File: src/rtl/pipe_skid_reg.sv
// Two-entry skid-buffered pipeline register with flush. O_READY is registered so
// there is no combinational path from I_READY back upstream.
//
// state | meaning
// EMPTY | no entry held, outputs show a bubble
// ONE   | MAIN holds the head entry
// TWO   | MAIN holds the head, SKID holds the next entry; upstream stalled
module pipe_skid_reg #(
    parameter int                CTRL_W      = 20,
    parameter int                DATA_W      = 128,
    parameter int                TAG_W       = 5,
    parameter logic [CTRL_W-1:0] BUBBLE_CTRL = '0
) (
    input  logic              CLK,
    input  logic              RESET,
    input  logic              I_VALID,
    output logic              O_READY,
    input  logic [CTRL_W-1:0] I_CONTROL,
    input  logic [DATA_W-1:0] I_DATA,
    input  logic [TAG_W-1:0]  I_TAG,
    input  logic              I_FLUSH,
    output logic              O_VALID,
    input  logic              I_READY,
    output logic [CTRL_W-1:0] O_CONTROL,
    output logic [DATA_W-1:0] O_DATA,
    output logic [TAG_W-1:0]  O_TAG,
    output logic [1:0]        O_LEVEL
);

    typedef enum logic [1:0] {
        EMPTY = 2'd0,
        ONE   = 2'd1,
        TWO   = 2'd2
    } state_t;

    state_t state, state_nxt;
    logic   ready_q;
    logic   accept, pop;
    logic   load_main_in, load_main_skid, load_skid;

    logic [CTRL_W-1:0] main_ctrl, skid_ctrl;
    logic [DATA_W-1:0] main_data, skid_data;
    logic [TAG_W-1:0]  main_tag, skid_tag;

    assign accept = I_VALID & ready_q;
    assign pop    = (state != EMPTY) & I_READY;

    always_comb begin
        state_nxt      = state;
        load_main_in   = 1'b0;
        load_main_skid = 1'b0;
        load_skid      = 1'b0;
        if (I_FLUSH) begin
            state_nxt = EMPTY;
        end else begin
            case (state)
                EMPTY: begin
                    if (accept) begin
                        load_main_in = 1'b1;
                        state_nxt    = ONE;
                    end
                end
                ONE: begin
                    if (accept && pop) begin
                        load_main_in = 1'b1;
                    end else if (accept) begin
                        load_skid = 1'b1;
                        state_nxt = TWO;
                    end else if (pop) begin
                        state_nxt = EMPTY;
                    end
                end
                TWO: begin
                    if (pop) begin
                        load_main_skid = 1'b1;
                        state_nxt      = ONE;
                    end
                end
                default: state_nxt = EMPTY;
            endcase
        end
    end

    // Ready is derived from the next state so it is a clean flop output.
    always_ff @(posedge CLK) begin
        if (RESET) begin
            state   <= EMPTY;
            ready_q <= 1'b0;
        end else begin
            state   <= state_nxt;
            ready_q <= (state_nxt != TWO);
        end
    end

    always_ff @(posedge CLK) begin
        if (RESET) begin
            main_ctrl <= BUBBLE_CTRL;
            main_data <= '0;
            main_tag  <= '0;
            skid_ctrl <= '0;
            skid_data <= '0;
            skid_tag  <= '0;
        end else begin
            if (load_main_in) begin
                main_ctrl <= I_CONTROL;
                main_data <= I_DATA;
                main_tag  <= I_TAG;
            end else if (load_main_skid) begin
                main_ctrl <= skid_ctrl;
                main_data <= skid_data;
                main_tag  <= skid_tag;
            end
            if (load_skid) begin
                skid_ctrl <= I_CONTROL;
                skid_data <= I_DATA;
                skid_tag  <= I_TAG;
            end
        end
    end

    // Bubbles carry a harmless control word and tag 0; data is left as-is.
    assign O_READY   = ready_q;
    assign O_VALID   = (state != EMPTY);
    assign O_LEVEL   = state;
    assign O_CONTROL = O_VALID ? main_ctrl : BUBBLE_CTRL;
    assign O_TAG     = O_VALID ? main_tag : '0;
    assign O_DATA    = main_data;

endmodule

File: config.mk
export PLATFORM = sky130hd
export DESIGN_NAME = pipe_skid_reg
export DESIGN_NICKNAME = d
export VERILOG_FILES = /design/src/rtl/pipe_skid_reg.sv
export SDC_FILE = /design/constraint.sdc
export NUM_CORES = 1
export LEC_CHECK = 0
export ABC_AREA = 1
export CAP_MARGIN = 20
export CORE_MARGIN = 2
export CORE_UTILIZATION = 52
export CTS_CLUSTER_DIAMETER = 120
export DETAILED_ROUTE_END_ITERATION = 10
export PLACE_DENSITY_LB_ADDON = 0.12
export SYNTH_ARGS = -nofsm -noshare
export SYNTH_HDL_FRONTEND = slang
export SYNTH_SLANG_ARGS = --single-unit
File: constraint.sdc
create_clock -name CLK -period 1.88 [get_ports CLK]
set_clock_uncertainty 0.1 [all_clocks]
set_input_delay 0.564 -clock CLK [delete_from_list [all_inputs] [get_ports CLK]]
set_output_delay 0.564 -clock CLK [all_outputs]
set_load 0.03 [all_outputs]
==> out/results.ini <==
[global_routing]
antenna_found_initial=9
gr-total-overflow=0
track_usage=0.263
grt_pass1_wl_mm=68.4
grt_pass1_vias=14515
grt_max_degree=59

[yosys]
syn_nets=2693
ys_types=21
netlist_area_mm2=0.0156
yosysSeqAreaShare=0.397
avgSynthCellArea_um2=6.15
ys_ff_latch=309
syn_inst=2535
yosysWarnings=0

[layout]
fin_cells=3304
nets=3046
fillCellCount=2085
drive_above_1_share=0.200
area_delta_synth_final_pct=48.9
final_cell_mix=562 x nand2_1, 482 x inv_1, 419 x nor2_1, 307 x dfxtp_1, 181 x nand3_1
final_common_cell=nand2_1

[critical_path]
critPathMaxStageDelay_ns=0.36
r2r_slack_ns=-0.22
crit_chain=inv_4 -> nand2_4 -> inv_8 -> buf_16 -> nor2_4 -> buf_6
crit_buf_inv=4
crit_path_end_kind=output port
critical-path-top-delay-family=buffers and inverters
cp.required_ns=1.22
cp_data_arrival_time_ns=1.47
cp_max_fo=8
crit_path_start_kind=flip-flop
crit_slowest_cell=dfxtp_4
worstSetupPathType=flip-flop to output port

[cts]
numCtsBuffers=35
cts_tree=yes
clk_latency_ns=0.51
cts-root-buf=clkbuf_16
clock_path_buffers=3
path_clk_slew_ns=0.06
cts.sinks=309
htreeDepth=2
hold_buffers=0

[floorplan]
start_util=0.527
coreArea_mm2=0.0296
io_pins=315
rows=63
die_w_um=177
dieArea_mm2=0.0314
die_y_um=177

[sta]
relSlewSlack=0.780
setup_viol=331
worst_pin_slew_ns=0.330
post-route-period-util=1.13
clock.fmax_mhz=469
hold_viol=0
report.final.slew_viol_count=0
holdWs_ns=0.367
grt_setup_unrepaired=true
fin_crit_ns=2.13
layout_setup_ws_ns=-0.252

[placement]
dp.cells=3182
place_hpwl_mm=28.4
place.gp.congestion=0.810
io_buffer_count=314

[outcome]
violations=negative setup slack
status=finished with violations

[detailed_routing]
drtIter0Drc=1090
routedWlPerCell_um=14.6
drc=0
viasPerCell=4.97
firstDrtPassIters=5
drtAntennaViolNets=0
vias=16437
finalWirelength_mm=48.4

[power]
p_leak_nw=13.0
power-per-cell-area_mw_per_mm2=698
ir_drop_mv=0.604

[run]
cap_viol_max_count=0

[worst_hold_path]
hold_path_class=flip-flop to flip-flop

==> routing by layer <==
metal  part of all wire  global-route usage
met5            0.00095                   0
met4              0.037               0.104
met3              0.078              0.0522
met2               0.48               0.445
met1               0.40               0.329
==> flip-flops by register name, indices dropped and copies added, names as in the netlist <==
signal,cells
main_tag,5
skid_ctrl,20
skid_tag,5
O_LEVEL,2
O_DATA,128
main_ctrl,20
O_READY,1
skid_data,128
==> path summary, 6_finish.rpt <==
| check | from | end | cells past startpoint |
|---|---|---|---|
| setup / recovery | O_LEVEL[1] | O_CONTROL[6] | 6 |
| hold / removal | skid_data[125] | skid_data[125] | 2 |
| setup reg to reg | O_LEVEL[1] | main_ctrl[5] | 12 |
| hold reg to reg | skid_data[125] | skid_data[125] | 2 |
==> power by group <==
part           switching (W)  total [W]  leakage (nW)  internal (W)
Combinational        0.00133    0.00244          9.88       0.00111
Clock                0.00272    0.00694         0.581       0.00422
Sequential         0.0000923    0.00682          2.51       0.00673
Total                0.00415     0.0162          13.0        0.0121
==> cell type report <==
cell class	count	area (um^2)	share of cell area
Antenna cell	4	10.0	0.000431
Clock buffer	55	1120	0.0484
Clock inverter	4	45.0	0.00194
Inverter	489	1860	0.0800
Multi-Input combinational cell	1573	7650	0.330
Sequential cell	309	6190	0.267
Tap cell	390	488	0.0210
Timing Repair Buffer	480	5850	0.252
==> kinds of logic (layout without fill, tap and decap cells) <==
family / Yosys count / count (layout) / synth area share
AOI/OAI and AO/OA: 156 / 156 / 0.0501
buffers and inverters: 655 / 1028 / 0.165
DFF: 309 / 309 / 0.397
and+or+nand+nor: 1415 / 1417 / 0.388
other: 0 / 4 / 0
==> metrics by stage <==
| step | total power, W | setup WS [ns] | utilization | cell area, um^2 | TNS [ns] |
|---|---|---|---|---|---|
| after floorplan | 0.00804 | 0.0363 | - | 15800 | 0 |
| after global placement | 0.00905 | -0.426 | 0.681 | 20100 | -107.60 |
| after detailed placement | 0.00907 | -0.490 | 0.681 | 20100 | -118.88 |
| after CTS | 0.0159 | -0.253 | 0.732 | 21600 | -5.84 |
| after global routing | 0.0168 | -0.300 | 0.785 | 23200 | -63.56 |
| final | 0.0162 | -0.252 | 0.785 | 23200 | -41.16 |
==> worst min-delay path, delay by kind of cell (launching register included) <==
| kind | cells | cell delay (ns) |
|---|---|---|
| flip-flops | 1 | 0.32 |
| AND/OR/NAND/NOR | 1 | 0.06 |
| AO/OA/AOI/OAI | 1 | 0.05 |
==> synthesized netlist by cell type <==
cell type  instances  share of area
nand2_1          614           0.15
nand4_1            4         0.0016
buf_1             20         0.0048
o21ai_0          107          0.034
clkbuf_1          60          0.014
nand3b_1         126          0.061
nand3_2            2         0.0013
nand3_1          182          0.058
nand2_2            2        0.00080
buf_2             78          0.025
nor3_1             1        0.00032
inv_2              3        0.00072
dfxtp_1          309           0.40
buf_4              1        0.00048
nor2_4             2         0.0014
clkinv_1           1        0.00024
o21ai_1           44          0.014
clkbuf_2           7         0.0022
nor2_1           482           0.12
a21oi_1            5         0.0016
inv_1            485           0.12
==> repair_timing <==
action	4_1_cts	5_1_grt
gates cloned	2	43
pin swaps	3	38
setup endpoints to repair	152	119
gates resized for setup	398	344
buffers inserted	3	11
(Power assumes the default switching activity.)
